[src/rtl/cpu_pkg.sv]
// Shared CPU types: execute-unit selects, ALU sub-units and op selects, and issue FSM states.
package cpu_pkg;
  localparam int xlen = 32;

  typedef enum logic [1:0] {
    UNIT_ALU = 2'h0, UNIT_MUL = 2'h1, UNIT_DIV = 2'h2, UNIT_CSR = 2'h3
  } unit_e;

  typedef enum logic [2:0] {
    SU_JUMP = 3'd0, SU_BRANCH = 3'd1, SU_ADD = 3'd2, SU_LOGIC = 3'd3, SU_SHIFT = 3'd4
  } sub_unit_e;

  // op selects within each sub-unit
  localparam logic [5:0] SEL_JAL = 6'd0, SEL_LUI = 6'd1;
  localparam logic [5:0] SEL_BEQ = 6'd0, SEL_BNE = 6'd1, SEL_BLT = 6'd2, SEL_BGE = 6'd3;
  localparam logic [5:0] SEL_ADD = 6'd0, SEL_SUB = 6'd1;
  localparam logic [5:0] SEL_XOR = 6'd0, SEL_OR  = 6'd1, SEL_AND = 6'd2, SEL_SLT = 6'd3;
  localparam logic [5:0] SEL_SLL = 6'd0, SEL_SRL = 6'd1, SEL_SRA = 6'd2;

  typedef enum logic [1:0] {IDLE = 2'd0, EXEC = 2'd1, WB = 2'd2} rm_state_e;

  typedef struct packed {
    unit_e       unit;
    sub_unit_e   sub_unit;
    logic [5:0]  sel;
    logic [4:0]  rd;
    logic        imm_sel;
  } issue_ctl_t;
endpackage

[src/rtl/reg_file.sv]
// 32 x XLEN integer register file: two async read ports, one sync write port, x0 reads zero.
module reg_file #(
  parameter int XLEN = 32
) (
  input  logic            clk,
  input  logic            rst,
  input  logic [4:0]      ra1,
  input  logic [4:0]      ra2,
  output logic [XLEN-1:0] rd1,
  output logic [XLEN-1:0] rd2,
  input  logic            we,
  input  logic [4:0]      wa,
  input  logic [XLEN-1:0] wd
);
  logic [XLEN-1:0] regs [32];

  always_ff @(posedge clk or posedge rst) begin
    if (rst) begin
      for (int i = 0; i < 32; i++) regs[i] <= '0;
    end else if (we && wa != 5'd0) begin
      regs[wa] <= wd;
    end
  end

  assign rd1 = (ra1 == 5'd0) ? '0 : regs[ra1];
  assign rd2 = (ra2 == 5'd0) ? '0 : regs[ra2];
endmodule

[src/rtl/reg_manager.sv]
// Issue stage between decoder and ALU: operand read, ALU handshake with timeout, writeback/redirect.
// Optional REG_MANAGER_FWD_EN: accept during WB with forwarding of the WB value.
module reg_manager
  import cpu_pkg::*;
#(
  parameter int XLEN       = xlen,
  parameter int OK_TIMEOUT = 8
) (
  input  logic            clk,
  input  logic            rst,
  input  logic            dec_valid_i,
  output logic            dec_ready_o,
  input  logic [1:0]      dec_unit_i,
  input  logic [2:0]      dec_sub_unit_i,
  input  logic [5:0]      dec_sel_i,
  input  logic [4:0]      dec_rs1_i,
  input  logic [4:0]      dec_rs2_i,
  input  logic [4:0]      dec_rd_i,
  input  logic [XLEN-1:0] dec_imm_i,
  input  logic            dec_imm_sel_i,
  output logic [1:0]      alu_unit_o,
  output logic [2:0]      alu_sub_unit_o,
  output logic [5:0]      alu_sel_o,
  output logic [XLEN-1:0] alu_rs1_o,
  output logic [XLEN-1:0] alu_rs2_o,
  output logic [4:0]      alu_rd_o,
  output logic [XLEN-1:0] alu_immediate_o,
  output logic            alu_imm_o,
  input  logic            alu_ok_i,
  input  logic [XLEN-1:0] alu_result_i,
  input  logic            alu_branch_i,
  output logic            redirect_o,
  output logic [XLEN-1:0] redirect_pc_o,
  output logic            busy_o,
  output logic            err_o
);
  localparam int CW = $clog2(OK_TIMEOUT + 1);

  rm_state_e       state, state_nx;
  issue_ctl_t      ctl_q;
  logic [XLEN-1:0] rs1_q, rs2_q, imm_q, res_q;
  logic [XLEN-1:0] rf_a, rf_b, op_a, op_b;
  logic [CW-1:0]   cnt_q, cnt_nx;
  logic            br_q, err_q;
  logic            accept, timeout, wb_we;

  reg_file #(.XLEN(XLEN)) u_rf (
    .clk(clk), .rst(rst),
    .ra1(dec_rs1_i), .ra2(dec_rs2_i), .rd1(rf_a), .rd2(rf_b),
    .we(wb_we), .wa(ctl_q.rd), .wd(res_q)
  );

  assign wb_we = (state == WB) && (ctl_q.sub_unit != SU_BRANCH);

`ifdef REG_MANAGER_FWD_EN
  // an instruction accepted in WB must see the value being written this cycle
  assign dec_ready_o = ((state == IDLE) || (state == WB)) && !err_q;
  assign op_a = (wb_we && ctl_q.rd != 5'd0 && dec_rs1_i == ctl_q.rd) ? res_q : rf_a;
  assign op_b = (wb_we && ctl_q.rd != 5'd0 && dec_rs2_i == ctl_q.rd) ? res_q : rf_b;
`else
  assign dec_ready_o = (state == IDLE) && !err_q;
  assign op_a = rf_a;
  assign op_b = rf_b;
`endif

  assign accept  = dec_valid_i && dec_ready_o;
  assign cnt_nx  = cnt_q + 1'b1;
  assign timeout = (state == EXEC) && !alu_ok_i && (cnt_nx == CW'(OK_TIMEOUT));

  always_comb begin
    state_nx = state;
    case (state)
      IDLE:    if (accept) state_nx = EXEC;
      EXEC:    if (alu_ok_i) state_nx = WB;
               else if (timeout) state_nx = IDLE;
      WB:      state_nx = accept ? EXEC : IDLE;
      default: state_nx = IDLE;
    endcase
  end

  always_ff @(posedge clk or posedge rst) begin
    if (rst) begin
      state <= IDLE;
      ctl_q <= '0;
      rs1_q <= '0;
      rs2_q <= '0;
      imm_q <= '0;
      res_q <= '0;
      br_q  <= 1'b0;
      cnt_q <= '0;
      err_q <= 1'b0;
    end else begin
      state <= state_nx;
      if (accept) begin
        ctl_q <= '{unit: unit_e'(dec_unit_i), sub_unit: sub_unit_e'(dec_sub_unit_i),
                   sel: dec_sel_i, rd: dec_rd_i, imm_sel: dec_imm_sel_i};
        rs1_q <= op_a;
        rs2_q <= op_b;
        imm_q <= dec_imm_i;
        cnt_q <= '0;
      end
      if (state == EXEC) begin
        if (alu_ok_i) begin
          res_q <= alu_result_i;
          br_q  <= alu_branch_i;
        end else begin
          cnt_q <= cnt_nx;
        end
      end
      if (timeout) err_q <= 1'b1;
    end
  end

  assign alu_unit_o      = ctl_q.unit;
  assign alu_sub_unit_o  = ctl_q.sub_unit;
  assign alu_sel_o       = ctl_q.sel;
  assign alu_rd_o        = ctl_q.rd;
  assign alu_imm_o       = ctl_q.imm_sel;
  assign alu_rs1_o       = rs1_q;
  assign alu_rs2_o       = rs2_q;
  assign alu_immediate_o = imm_q;
  assign redirect_o      = (state == WB) && (ctl_q.sub_unit == SU_BRANCH) && br_q;
  assign redirect_pc_o   = res_q;
  assign busy_o          = (state != IDLE);
  assign err_o           = err_q;
endmodule

[config.mk]
export PLATFORM = sky130hd
export DESIGN_NAME = reg_manager
export DESIGN_NICKNAME = d
export VERILOG_FILES = /design/src/rtl/cpu_pkg.sv /design/src/rtl/reg_file.sv /design/src/rtl/reg_manager.sv
export SDC_FILE = /design/constraint.sdc
export NUM_CORES = 2
export LEC_CHECK = 0
export BUFFER_PORTS_ARGS = -buffer_cell sky130_fd_sc_hd__buf_2
export CAP_MARGIN = 20
export CORE_ASPECT_RATIO = 1.75
export CORE_MARGIN = 1.5
export CORE_UTILIZATION = 55
export CTS_BUF_LIST = sky130_fd_sc_hd__clkbuf_16
export DETAILED_ROUTE_END_ITERATION = 8
export GPL_ROUTABILITY_DRIVEN = 0
export PLACE_DENSITY_LB_ADDON = 0.25
export SYNTH_ARGS = -nofsm -noshare
export SYNTH_HDL_FRONTEND = slang
export SYNTH_SLANG_ARGS = --single-unit
[constraint.sdc]
create_clock -name clk -period 94.3 [get_ports clk]
set_input_delay 9.43 -clock clk [delete_from_list [all_inputs] [get_ports clk]]
set_output_delay 9.43 -clock clk [all_outputs]
set_load 0.1 [all_outputs]
==> impl_results.md <==
* Fin crit share at 0.133
* Remaining antenna violation count after routing at 0
* Vias/cell at 6.72
* Instance count along the most critical hold path at 0
* Critical-path top delay cell: nor4_1
* Clock latency on the worst-skew pair at 740 ps
* Core ar. at 0.109 sq mm
* Kind of critical path: input pin to flip-flop
* 1st-pass router iterations at 7
* Min-delay worst type: flip-flop to flip-flop
* EDFF count, synth at 0
* Number of buffers created by CTS at 108
* Total track usage at 0.347
* Boundary pin count at 245
* Critical Path Start Type: input pin
* Unrepaired setup endpoints after global routing: no
* Depth of the CTS H-tree at 3
* Fin. Hold Viols at 0
* Clock slew at reported path FFs at 70 ps
* Sequential cell area fraction in the yosys report at 0.488
* Hold-fix buffers at CTS at 0
* Count of placed standard cells in the final layout, fillers left out at 5965
* Async set or reset register ratio after synthesis at 1.00
* Wirelength, routed at 191000 um
* Number of design rule violations left after detail routing at 0
* Avg Inst Size Synth at 13.7 sq um
* Sink of the worst hold path: u_rf.regs[1019]
* Gate count after technology mapping at 4410
* Cell occurring most often along the worst timing path: buf_4
* WL/cell at 32.1 um
* Beginning of the worst hold path: u_rf.regs[1019]
* Iteration-0 DRC Markers at 3269
* Family of cells with the greatest summed delay on the critical path: buffers and inverters
* Initial Utilization at 0.555
* Max rail drop VDD at 0.0349 mV
* Final core utilization at 0.610
* Routed vias at 40.1k
* Die Y at 441 um
* Number of distinct library cells after synthesis at 47
* Buffers and inverters on the worst path at 4
* Biggest fanout along the worst timing path at 46
* Largest stage delay on the critical path at 820 ps
* Critical path data required time at 94960 ps
* Post-CTS Setup Inserts at 0
* Number of pins exceeding their max-slew limit in the final report at 0
* Clock tree from TritonCTS: yes
* Number of cell rows at 160
* Die extent in x at 253 um
* Share of layout cells above drive strength 1 at 0.498
* Input/output buffers at 244
* Synthesis Warnings at 0
* Pwr/cell area at 27.9 mW/mm^2
* Final Critical Period at 12570 ps
* Post-Syn Area at 0.0603 sq mm
* Buffer cell driving the clock tree root: clkbuf_16
* Setup total negative slack at 0 ps
* Outcome: completed
* # Max-Cap Violations at 0
* Crit Reg-Reg Endpoint: u_rf.regs[595]
* Endpoint arrival time on the critical path at 13230 ps
* Synthesized netlist net count at 4508
* Resized Gates After CTS at 0
* Upper clock frequency limit at 0.0796 GHz
* Bufs on Longest Clock Path at 3
* Setup-failing EPs final at 0
* Setup skew after layout at 25.9 ps
* Max_slew headroom at 0.246
* Die Footprint at 0.112 sq mm
* Setup crit end kind: flip-flop
* NumNets Final at 4510
* Number of instances in the placed design at 5753
* Number of synthesized register bits at 1177
* R2r worst-path depth at 6
* Overflow left after global routing at 0
* Number of clock sinks at 1177
* Global-route wire length before repair at 278000 um
* Most frequently used flop master after synthesis: dfrtp_1
* Worst flop-to-flop path startpoint: alu_sub_unit_o[0]
* HPWL reported at the end of detailed placement at 109000 um
* Slew at the pin with the worst max-slew slack at 1130 ps
* Pin count of the biggest net entering global routing at 184
* Vias in the first global route at 41.5k
* Cells along the critical path: buf_8 -> buf_4 -> buf_4 -> buf_4 -> mux4_2 -> nor2_1 -> nor4_1 -> a22o_1
* P&R area growth vs syn at 9.81%
* Number of antenna violations at the first check in global routing at 3
* Minimum setup slack among reg-to-reg paths at 90900 ps
* Standby leakage power at 31.8 nW
-- registers in the layout, indices dropped and copies added, names as in the netlist --
name             cells
alu_rs2_o           32
alu_rd_o             5
alu_unit_o           2
u_rf.regs         1024
alu_sel_o            6
redirect_pc_o       32
alu_immediate_o     32
alu_imm_o            1
alu_sub_unit_o       3
err_o                1
br_q                 1
state                2
alu_rs1_o           32
cnt_q                4
-- synthesized netlist by cell type, types with 2 or more instances --
master / n / area (sq um)
o41ai_1: 4 / 35.0
mux2_1: 17 / 191
a31oi_1: 4 / 25.0
ha_1: 2 / 25.0
nand3b_1: 6 / 45.0
o22ai_1: 186 / 1160
buf_2: 176 / 881
nand3_2: 2 / 20.0
inv_1: 3 / 11.3
dfrtp_1: 1177 / 29500
a211oi_1: 122 / 916
nand3_1: 6 / 30.0
buf_4: 8 / 60.1
mux2i_1: 10 / 100
nor2b_1: 126 / 788
mux2_2: 1349 / 15200
nor3_1: 69 / 345
a2111oi_0: 4 / 35.0
nor4_1: 60 / 375
a21oi_1: 3 / 15.0
nor3b_1: 3 / 22.5
mux4_2: 322 / 7250
nor3b_4: 2 / 37.5
a22o_1: 61 / 534
buf_1: 22 / 82.6
nand2_1: 283 / 1060
nand4bb_1: 2 / 22.5
and2_1: 2 / 12.5
o21ai_0: 9 / 45.0
nand2b_1: 8 / 50.1
or3_1: 2 / 12.5
buf_6: 9 / 101
or2_2: 3 / 18.8
nor2_1: 89 / 334
clkbuf_1: 246 / 923
o31a_1: 2 / 17.5
-- area by class of cell --
cell class | instances | area, sq um
antenna | 1 | 2.50
clock buffer | 112 | 2800
clock inverter | 92 | 733
fill | 8389 | 42400
inverter | 4 | 22.5
multi-input combinational | 2767 | 29100
sequential | 1177 | 29500
tap | 1458 | 1820
timing repair buffer | 354 | 2340
-- layer usage --
layer,global-route usage,vias up,part of all wire
met1,0.400,21200,0.35
li1,-,16500,-
met4,0.266,6,0.088
met5,0,-,0.00018
met2,0.585,1742,0.50
met3,0.0491,639,0.063
-- cells by family after synthesis --
group,share of synthesized area
AO/OA/AOI/OAI,0.0465
adder cells (fa/ha/maj),0.000415
XOR/XNOR,0.000145
flip-flops,0.488
buffers and inverters,0.0343
multiplexers,0.377
AND/OR/NAND/NOR,0.0538
-- worst max-delay path by stage --
| stage | from | endpoint | slack [ps] | cells after the start |
|---|---|---|---|---|
| 2_1_floorplan | rst | alu_imm_o | 51720 | 1 |
| 3_3_place_gp | dec_rs1_i[0] | alu_rs1_o[20] | 80990 | 9 |
| 3_5_place_dp | dec_rs1_i[0] | alu_rs1_o[20] | 80980 | 9 |
| 4_1_cts | dec_rs1_i[0] | alu_rs1_o[12] | 81750 | 9 |
| 5_1_grt | dec_rs1_i[0] | alu_rs1_o[12] | 81510 | 9 |
| 6_report | dec_rs1_i[0] | alu_rs1_o[15] | 81730 | 8 |
-- report_power, final --
part,total (W),switching (W),internal (W)
combinational,0.000631,0.000397,0.000233
sequential,0.000769,0.000130,0.000638
clock,0.000448,0.000203,0.000245
-- layout by cell type (no fill, tap or decap), drive strengths merged, types with 11 or more instances in the layout --
cell	instances
clkinv	48
a211oi	122
nor4	60
dfrtp	1177
o22ai	186
clkbuf	112
mux4	322
mux2	1366
bufinv	11
nor2b	126
nor2	89
nor3	70
a22o	61
inv	31
nand2	283
buf	354
-- metrics by stage --
stage               power, W  instance area, sq um  setup WS, ps  hold slack, ps
floorplan            0.00123                 60300         51720             438
global placement     0.00137                 62500         80990             376
detailed placement   0.00140                 62500         80980             384
CTS                  0.00184                 66100         81750             398
global route         0.00192                 66300         81510             412
finish               0.00185                 66300         81730             398
Note: power is estimated with default switching activity, not from simulation.
